File: config.mk
export PLATFORM = sky130hd
export DESIGN_NAME = model_net
export DESIGN_NICKNAME = d
export VERILOG_FILES = /design/src/rtl/model_net.sv
export SDC_FILE = /design/constraint.sdc
export NUM_CORES = 2
export LEC_CHECK = 0
export ABC_AREA = 0
export ABC_CLOCK_PERIOD_IN_PS = 8800
export CORE_AREA = 2 2 341 343
export DETAILED_ROUTE_END_ITERATION = 6
export DIE_AREA = 0 0 343 345
export PLACE_DENSITY_LB_ADDON = 0.3
export SYNTH_ARGS = -nofsm -noshare
export SYNTH_HDL_FRONTEND = slang
export SYNTH_SLANG_ARGS = --single-unit
File: constraint.sdc
create_clock -name clk -period 8.8 [get_ports clk]
set_input_delay 2.2 -clock clk [delete_from_list [all_inputs] [get_ports clk]]
set_output_delay 2.2 -clock clk [all_outputs]
set_load 0.01 [all_outputs]
File: src/rtl/model_net.sv
// model_net: fixed-weight quantised inference core.
// 64 signed samples -> conv2 (4 taps, stride 4) -> act3 ReLU/requant ->
// dense5 (16x16, banded) -> act6 ReLU/requant -> 16 unsigned scores.
// All arithmetic is combinational; scores are registered on the en strobe.
// Optional build macro MODEL_NET_PIPE_EN adds a register on the act3 outputs,
// giving a latency of 2 edges instead of 1.
module model_net #(
    parameter int XD      = 64,
    parameter int XB      = 11,
    parameter int YD      = 16,
    parameter int YB      = 10,
    parameter int K2      = 4,
    parameter int WB      = 8,
    parameter int AB      = 8,
    parameter int SHIFT3  = 4,
    parameter int SHIFT6  = 0,
    parameter int W5_DIAG = 1,
    parameter int W5_NEXT = 2
) (
    input  logic               clk,
    input  logic               rst,
    input  logic               en,
    input  logic [XD*XB-1:0]   x,
    output logic [YD*YB-1:0]   y
);

    // Accumulator widths: conv2 peaks at 10*1024, dense5 at a few thousand.
    localparam int CW = 22;
    localparam int DW = 21;

    localparam logic signed [WB-1:0] W2 [4] = '{8'sd1, 8'sd2, 8'sd3, 8'sd4};
    localparam logic signed [CW-1:0] B2 = '0;
    localparam logic signed [DW-1:0] B5 = '0;

    // dense5 weight table: diagonal plus the next (circular) neighbour.
    function automatic logic signed [WB-1:0] w5(input int o, input int i);
        if (i == o)
            return WB'(W5_DIAG);
        else if (i == (o + 1) % YD)
            return WB'(W5_NEXT);
        else
            return '0;
    endfunction

    // ReLU, right shift, clamp to an unsigned AB-bit activation.
    function automatic logic [AB-1:0] sat_u8(input logic signed [CW-1:0] v);
        logic signed [CW-1:0] r;
        r = (v < 0) ? '0 : v;
        r = r >>> SHIFT3;
        if (|r[CW-1:AB])
            return '1;
        else
            return r[AB-1:0];
    endfunction

    // ReLU, right shift, clamp to an unsigned YB-bit score.
    function automatic logic [YB-1:0] sat_u10(input logic signed [DW-1:0] v);
        logic signed [DW-1:0] r;
        r = (v < 0) ? '0 : v;
        r = r >>> SHIFT6;
        if (|r[DW-1:YB])
            return '1;
        else
            return r[YB-1:0];
    endfunction

    logic [YD-1:0][AB-1:0] act3_a;
    logic [YD-1:0][AB-1:0] dense_src;
    logic [YD-1:0][YB-1:0] act6_y_d;
    logic [YD-1:0][YB-1:0] act6_y_q;
    logic                  load_y;

    // conv2 + act3: non-overlapping 4-tap windows, one per output channel.
    always_comb begin
        logic signed [CW-1:0] acc;
        logic signed [XB-1:0] xs;
        act3_a = '0;
        for (int j = 0; j < YD; j++) begin
            acc = B2;
            for (int k = 0; k < K2; k++) begin
                xs  = x[(K2*j+k)*XB +: XB];
                acc = acc + CW'(W2[k]) * CW'(xs);
            end
            act3_a[j] = sat_u8(acc);
        end
    end

`ifdef MODEL_NET_PIPE_EN
    logic [YD-1:0][AB-1:0] act3_a_q;
    logic                  vld_p1_q;

    // Stage 1: hold the activations and a delayed strobe for the dense stage.
    always_ff @(posedge clk) begin
        if (rst) begin
            act3_a_q <= '0;
            vld_p1_q <= 1'b0;
        end else begin
            vld_p1_q <= en;
            if (en)
                act3_a_q <= act3_a;
        end
    end

    assign dense_src = act3_a_q;
    assign load_y    = vld_p1_q;
`else
    assign dense_src = act3_a;
    assign load_y    = en;
`endif

    // dense5 + act6: banded matrix-vector product, then score requant.
    always_comb begin
        logic signed [DW-1:0] acc;
        act6_y_d = '0;
        for (int o = 0; o < YD; o++) begin
            acc = B5;
            for (int i = 0; i < YD; i++)
                acc = acc + DW'(w5(o, i)) * signed'(DW'(dense_src[i]));
            act6_y_d[o] = sat_u10(acc);
        end
    end

    // Output register: cleared by rst, loaded on the (possibly delayed) strobe.
    always_ff @(posedge clk) begin
        if (rst)
            act6_y_q <= '0;
        else if (load_y)
            act6_y_q <= act6_y_d;
    end

    assign y = act6_y_q;

endmodule

After elaboration in Yosys (flattened, before gate mapping)
Cells that the tools add are included.
{"block": "word_totals", "wordCells": 224, "ff_bits": 160}
{"block": "op_classes", "mux": 64, "mul": 16, "n_lt_le_gt_ge": 32, "reduce_logical": 32, "addsub": 64}
{"cell": "$mux 22", "count": 16}
{"cell": "$mux 10", "count": 32}
{"cell": "$add 15x13->16", "count": 16}
{"cell": "$lt 16x1->1 const B", "count": 16}
{"cell": "$add 13x14->15", "count": 16}
{"cell": "$mul 3x11->14 const A", "count": 16}
{"cell": "$add 11x12->13", "count": 16}
{"cell": "$reduce_or 11->1 const A", "count": 16}
{"cell": "$lt 10x1->1 const B", "count": 16}
{"cell": "$reduce_or 10->1", "count": 16}
{"cell": "$add 8x9->10", "count": 15}
{"cell": "$mux 8", "count": 16}
{"cell": "$add 9x8->10", "count": 1}

Longest topological paths before layout
{"block": "depth", "ltp_word": 11, "ltp_mapped": 29, "mapped_depth_nobuf": 29}

Worst setup path after synthesis
Ideal clock, no wire load.
{"block": "synth_path", "path_kind": "in2reg", "startpoint": "input port x[575]", "endpoint": "register act6_y_q (netlist bit y[128])", "cell_stages": 25, "path_slack_ns": 1.258, "setup_ns": 0.132, "arrival_ns": 7.410, "cell_sequence": "inv_1 > fa_1 > inv_1 > fa_1 > fa_1 > ha_1 > and3_1 > a31oi_1 > o21ba_2 > nor3_2 > o21ai_1 > a21bo_1 > a211o_1 > or2_1 > buf_2 > o21a_1 > ha_1 > a21o_1 > a21oi_1 > o21bai_1 > a21oi_1 > nor2_1 > a211oi_1 > o32a_1 > o311ai_1"}
{"block": "synth_via", "elab_chain_cells": 11}
{"item": "start, declared", "line_no": "23", "source": "input logic [XD*XB-1:0] x,"}
{"item": "$add 11x12->13 *", "line_no": "82", "source": "acc = acc + CW'(W2[k]) * CW'(xs);"}
{"item": "$add 13x14->15 *", "line_no": "82"}
{"item": "$add 15x13->16 *", "line_no": "82"}
{"item": "$lt 16x1->1", "line_no": "48", "source": "r = (v < 0) ? '0 : v;"}
{"item": "$mux 22 *", "line_no": "48"}
{"item": "$reduce_or 10->1", "line_no": "50", "source": "if (|r[CW-1:AB])"}
{"item": "$mux 8 *", "line_no": "50"}
{"item": "$add 8x9->10 *", "line_no": "118", "source": "acc = acc + DW'(w5(o, i)) * signed'(DW'(dense_src[i]));"}
{"item": "$lt 10x1->1", "line_no": "59", "source": "r = (v < 0) ? '0 : v;"}
{"item": "$mux 10 *", "line_no": "59"}
{"item": "$mux 10 *", "line_no": "61", "source": "if (|r[DW-1:YB])"}
{"item": "end signal, assigned", "line_no": "128", "source": "act6_y_q <= act6_y_d;"}
{"item": "end, declared", "line_no": "70", "source": "logic [YD-1:0][YB-1:0] act6_y_q;"}
Every way passes the cells marked *; elsewhere a longest branch is shown, timed or not.
A chain may end at the register's enable or synchronous reset.

Worst setup path after layout
{"block": "layout_path", "startpoint": "input port x[443]", "endpoint": "register act6_y_q (netlist bit y[98])"}
The elaborated chain is that of the path after synthesis.

==> impl_metrics.json <==
{
  "synth.avg_cell_area_um2": 8.80,
  "row_count": 125,
  "antenna_found_initial": 15,
  "number_of_warnings_reported_in_the_yosys_synthesis_log": 0,
  "detail_route.wl_per_cell_um": 18.3,
  "finalCritPeriodShare_pct": 93.0,
  "avgViaCountPerCell": 4.61,
  "fmaxAchievable_mhz": 122,
  "synth_enable_flop_cells": 0,
  "cts_max_path_buffers": 2,
  "drc_errors": 0,
  "start_kind": "primary input",
  "drv_cap": 0,
  "layout_cells_sized_above_1_pct": 2.41,
  "post_cts_resized": 0,
  "multi_input_area_um2": 28100,
  "cts_tree": "built",
  "worst_clock_skew_ns": 0,
  "path_max_fanout": 9,
  "fp.dieArea_um2": 118000,
  "final-max-slew-violation-count": 0,
  "p_leak_nw": 22.8,
  "synth_flop_cell": "sky130_fd_sc_hd__dfxtp_1",
  "vdd_drop_max_mv": 0.219,
  "synth_top_cell_by_area": "sky130_fd_sc_hd__fa_1",
  "dp.final_hpwl_mm": 106,
  "coreArea_um2": 115000,
  "post_cts_clock_slew_at_the_launch_and_capture_registers_of_the_worst_setup_and_hold_paths_ns": 0.09,
  "area.growth.synth_to_final_pct": 31.4,
  "io_pins": 867,
  "vias_in_the_first_global_route": 31400,
  "relSlewSlack_pct": 43.1,
  "reg2reg_setup_slack_ns": 7.77,
  "detailed_routing_iterations_pass_1": 5,
  "hold_path.class": "reg -> reg",
  "unrepaired_setup_endpoints_after_global_routing": "no",
  "finalWirelength_mm": 117,
  "timing.critical_path.to_type": "register",
  "sequential_share_of_the_synthesized_area_pct": 9.04,
  "first_iter_violations": 1053,
  "largest_register_ffs": 160,
  "cts.hold.buffers_added": 0,
  "route.vias.total": 29600,
  "postCtsSetupRepairBufs": 0,
  "final.min_clock_period_ns": 8.18,
  "synth.cell_area_um2": 35400,
  "postSynthNetCount": 5802,
  "worst_slack_ns": 0.616,
  "final_util_pct": 40.4,
  "floorplan.die.width_um": 343,
  "postSynthCellCount": 4023,
  "start_util_pct": 30.8,
  "sequential_standard_cell_area_um2": 3200,
  "global_route.usage.total_pct": 19.9,
  "tritoncts_num_sinks": 160,
  "finalSetupViolCount": 0,
  "tns_ns": 0,
  "grt_first_pass_wirelength_mm": 179,
  "ys_seq_elements": 160,
  "synth.distinct_cells": 92,
  "worst-slew-pin-transition_ns": 0.848,
  "global_route.overflow_total": 0,
  "grt_start_max_net_pins": 66,
  "worstPathArrival_ns": 8.53,
  "pwr_density_cell_nw_per_um2": 368,
  "post-place-ws_ns": 0.193,
  "post-synth-top-area-fraction_pct": 28.9,
  "async_reset_ff_share_pct": 0,
  "worstPathRequired_ns": 9.15,
  "path_class": "in -> reg",
  "drt.antenna.violating_nets": 0,
  "die_boundary_height_um": 345,
  "status": "finished, final reports clean",
  "netlist_top_cells_area": "sky130_fd_sc_hd__fa_1 29%, sky130_fd_sc_hd__ha_1 20%, sky130_fd_sc_hd__inv_1 11%",
  "report.final.hold_viol_count": 0,
  "fillerInstances": 11600,
  "fin_nets": 6655,
  "clockRootBuffer": "sky130_fd_sc_hd__clkbuf_16",
  "placement.io_buffers": 866,
  "cts_buffer_count": 17,
  "finalWeightedCongestion": 0.902,
  "later_pin_clock_latency_in_the_skew_report_ns": 0.48,
  "htreeDepth": 4
}
## final timing paths
kind | startpoint | endpoint | cells past startpoint
setup / recovery | x[443] | y[98] | 25
setup reg to reg | y[98] | y[98] | 4
hold / removal | y[59] | y[59] | 2
hold reg to reg | y[59] | y[59] | 2
## final cells by class
class	instances	area share [%]
multi-input cells	2792	60.5
flip-flops and latches	160	6.88
inverters	1015	8.19
clock inverters	15	0.433
clock buffers	17	0.914
well taps	1524	4.10
repair buffers	890	19.0
diodes	2	0.0108
## kinds of logic after synthesis
logic type / Yosys count / share of synthesized area (%)
muxes: 60 / 1.75
DFF: 160 / 9.04
and+or+nand+nor: 725 / 9.70
buffers and inverters: 1071 / 11.5
AOI/OAI and AO/OA: 746 / 14.6
adders and majority gates: 1072 / 48.7
xor gates and xnor gates: 189 / 4.67
## cell usage in the layout (no fill, tap or decap), types with 6 or more instances in the layout
master and count:
sky130_fd_sc_hd__inv_1 1013, sky130_fd_sc_hd__clkdlybuf4s50_1 864, sky130_fd_sc_hd__ha_1 560, sky130_fd_sc_hd__fa_1 512
sky130_fd_sc_hd__nor2_1 335, sky130_fd_sc_hd__a21oi_1 219, sky130_fd_sc_hd__dfxtp_1 160, sky130_fd_sc_hd__a21o_1 138
sky130_fd_sc_hd__xnor2_1 124, sky130_fd_sc_hd__nand2_1 87, sky130_fd_sc_hd__o21ai_0 71, sky130_fd_sc_hd__o21a_1 68
sky130_fd_sc_hd__xor2_1 65, sky130_fd_sc_hd__nor2b_1 61, sky130_fd_sc_hd__nor3_1 56, sky130_fd_sc_hd__mux2i_1 53
sky130_fd_sc_hd__o21bai_1 47, sky130_fd_sc_hd__nand3_1 46, sky130_fd_sc_hd__a211oi_1 44, sky130_fd_sc_hd__buf_4 24
sky130_fd_sc_hd__nand2b_1 23, sky130_fd_sc_hd__and3_1 22, sky130_fd_sc_hd__a31oi_1 21, sky130_fd_sc_hd__or3_1 17
sky130_fd_sc_hd__clkbuf_16 17, sky130_fd_sc_hd__nand4_1 14, sky130_fd_sc_hd__o2111ai_1 10, sky130_fd_sc_hd__a211o_1 9
sky130_fd_sc_hd__and2_1 9, sky130_fd_sc_hd__nor3b_1 9, sky130_fd_sc_hd__a32o_1 8, sky130_fd_sc_hd__a21o_2 8
sky130_fd_sc_hd__o211ai_1 8, sky130_fd_sc_hd__a32oi_1 7, sky130_fd_sc_hd__a311o_1 7, sky130_fd_sc_hd__clkinv_8 7
sky130_fd_sc_hd__nand3b_1 6
## power by group
group | leakage (nW) | switching [W] | internal [W]
clock | 0.302 | 0.000422 | 0.000390
combinational | 21.2 | 0.00853 | 0.00664
sequential | 1.32 | 0.000131 | 0.000993
## metal layers
metal | vias up | share of wire [%] | global-route usage, %
li1 | 14700 | - | -
met1 | 14200 | 41 | 24.0
met2 | 654 | 49 | 35.0
met3 | 92 | 7.5 | 5.60
met4 | 12 | 2.0 | 4.34
met5 | - | 0.063 | 0
## synth_stat cells (17+ instances only)
cell                       instances
sky130_fd_sc_hd__nand3_1          46
sky130_fd_sc_hd__nor2_1          335
sky130_fd_sc_hd__o21bai_1         47
sky130_fd_sc_hd__nor3_1           56
sky130_fd_sc_hd__xnor2_1         124
sky130_fd_sc_hd__and3_1           22
sky130_fd_sc_hd__a21oi_1         219
sky130_fd_sc_hd__inv_1          1013
sky130_fd_sc_hd__o21ai_0          71
sky130_fd_sc_hd__dfxtp_1         160
sky130_fd_sc_hd__a21o_1          138
sky130_fd_sc_hd__clkbuf_1         44
sky130_fd_sc_hd__ha_1            560
sky130_fd_sc_hd__nor2b_1          61
sky130_fd_sc_hd__fa_1            512
sky130_fd_sc_hd__xor2_1           65
sky130_fd_sc_hd__or3_1            17
sky130_fd_sc_hd__mux2i_1          53
sky130_fd_sc_hd__o21a_1           68
sky130_fd_sc_hd__a31oi_1          21
sky130_fd_sc_hd__nand2_1          87
sky130_fd_sc_hd__a211oi_1         44
sky130_fd_sc_hd__nand2b_1         23
## worst max-delay path, stage by stage
cell and delay, ns:
sky130_fd_sc_hd__clkdlybuf4s50_1 0.45, sky130_fd_sc_hd__inv_1 0.06, sky130_fd_sc_hd__fa_1 0.54, sky130_fd_sc_hd__inv_1 0.06, sky130_fd_sc_hd__fa_1 0.57, sky130_fd_sc_hd__fa_1 0.43, sky130_fd_sc_hd__ha_1 0.28, sky130_fd_sc_hd__nand2_1 0.07
sky130_fd_sc_hd__nor3_2 0.31, sky130_fd_sc_hd__o2111ai_1 0.22, sky130_fd_sc_hd__a31oi_2 0.31, sky130_fd_sc_hd__a211oi_1 0.14, sky130_fd_sc_hd__mux2i_2 0.39, sky130_fd_sc_hd__and3b_1 0.37, sky130_fd_sc_hd__a21o_1 0.23, sky130_fd_sc_hd__ha_1 0.27
sky130_fd_sc_hd__a21o_1 0.19, sky130_fd_sc_hd__a21oi_1 0.21, sky130_fd_sc_hd__nor2b_1 0.07, sky130_fd_sc_hd__o21a_1 0.19, sky130_fd_sc_hd__o41a_1 0.37, sky130_fd_sc_hd__nor3_1 0.24, sky130_fd_sc_hd__a21oi_1 0.11, sky130_fd_sc_hd__o211ai_1 0.19
sky130_fd_sc_hd__a31oi_1 0.06
## stage by stage
step / hold slack, ns / cells / total power (W) / instance area [um^2]
3_3_place_gp: 0.452 / 6381 / 0.0162 / 45900
6_report: 0.466 / 6415 / 0.0171 / 46600
3_5_place_dp: 0.461 / 6381 / 0.0164 / 45900
2_1_floorplan: 0.486 / 4023 / 0.0119 / 35400
5_1_grt: 0.484 / 6415 / 0.0192 / 46600
4_1_cts: 0.468 / 6413 / 0.0173 / 46500
No activity file was read; power rests on OpenSTA's default activity.
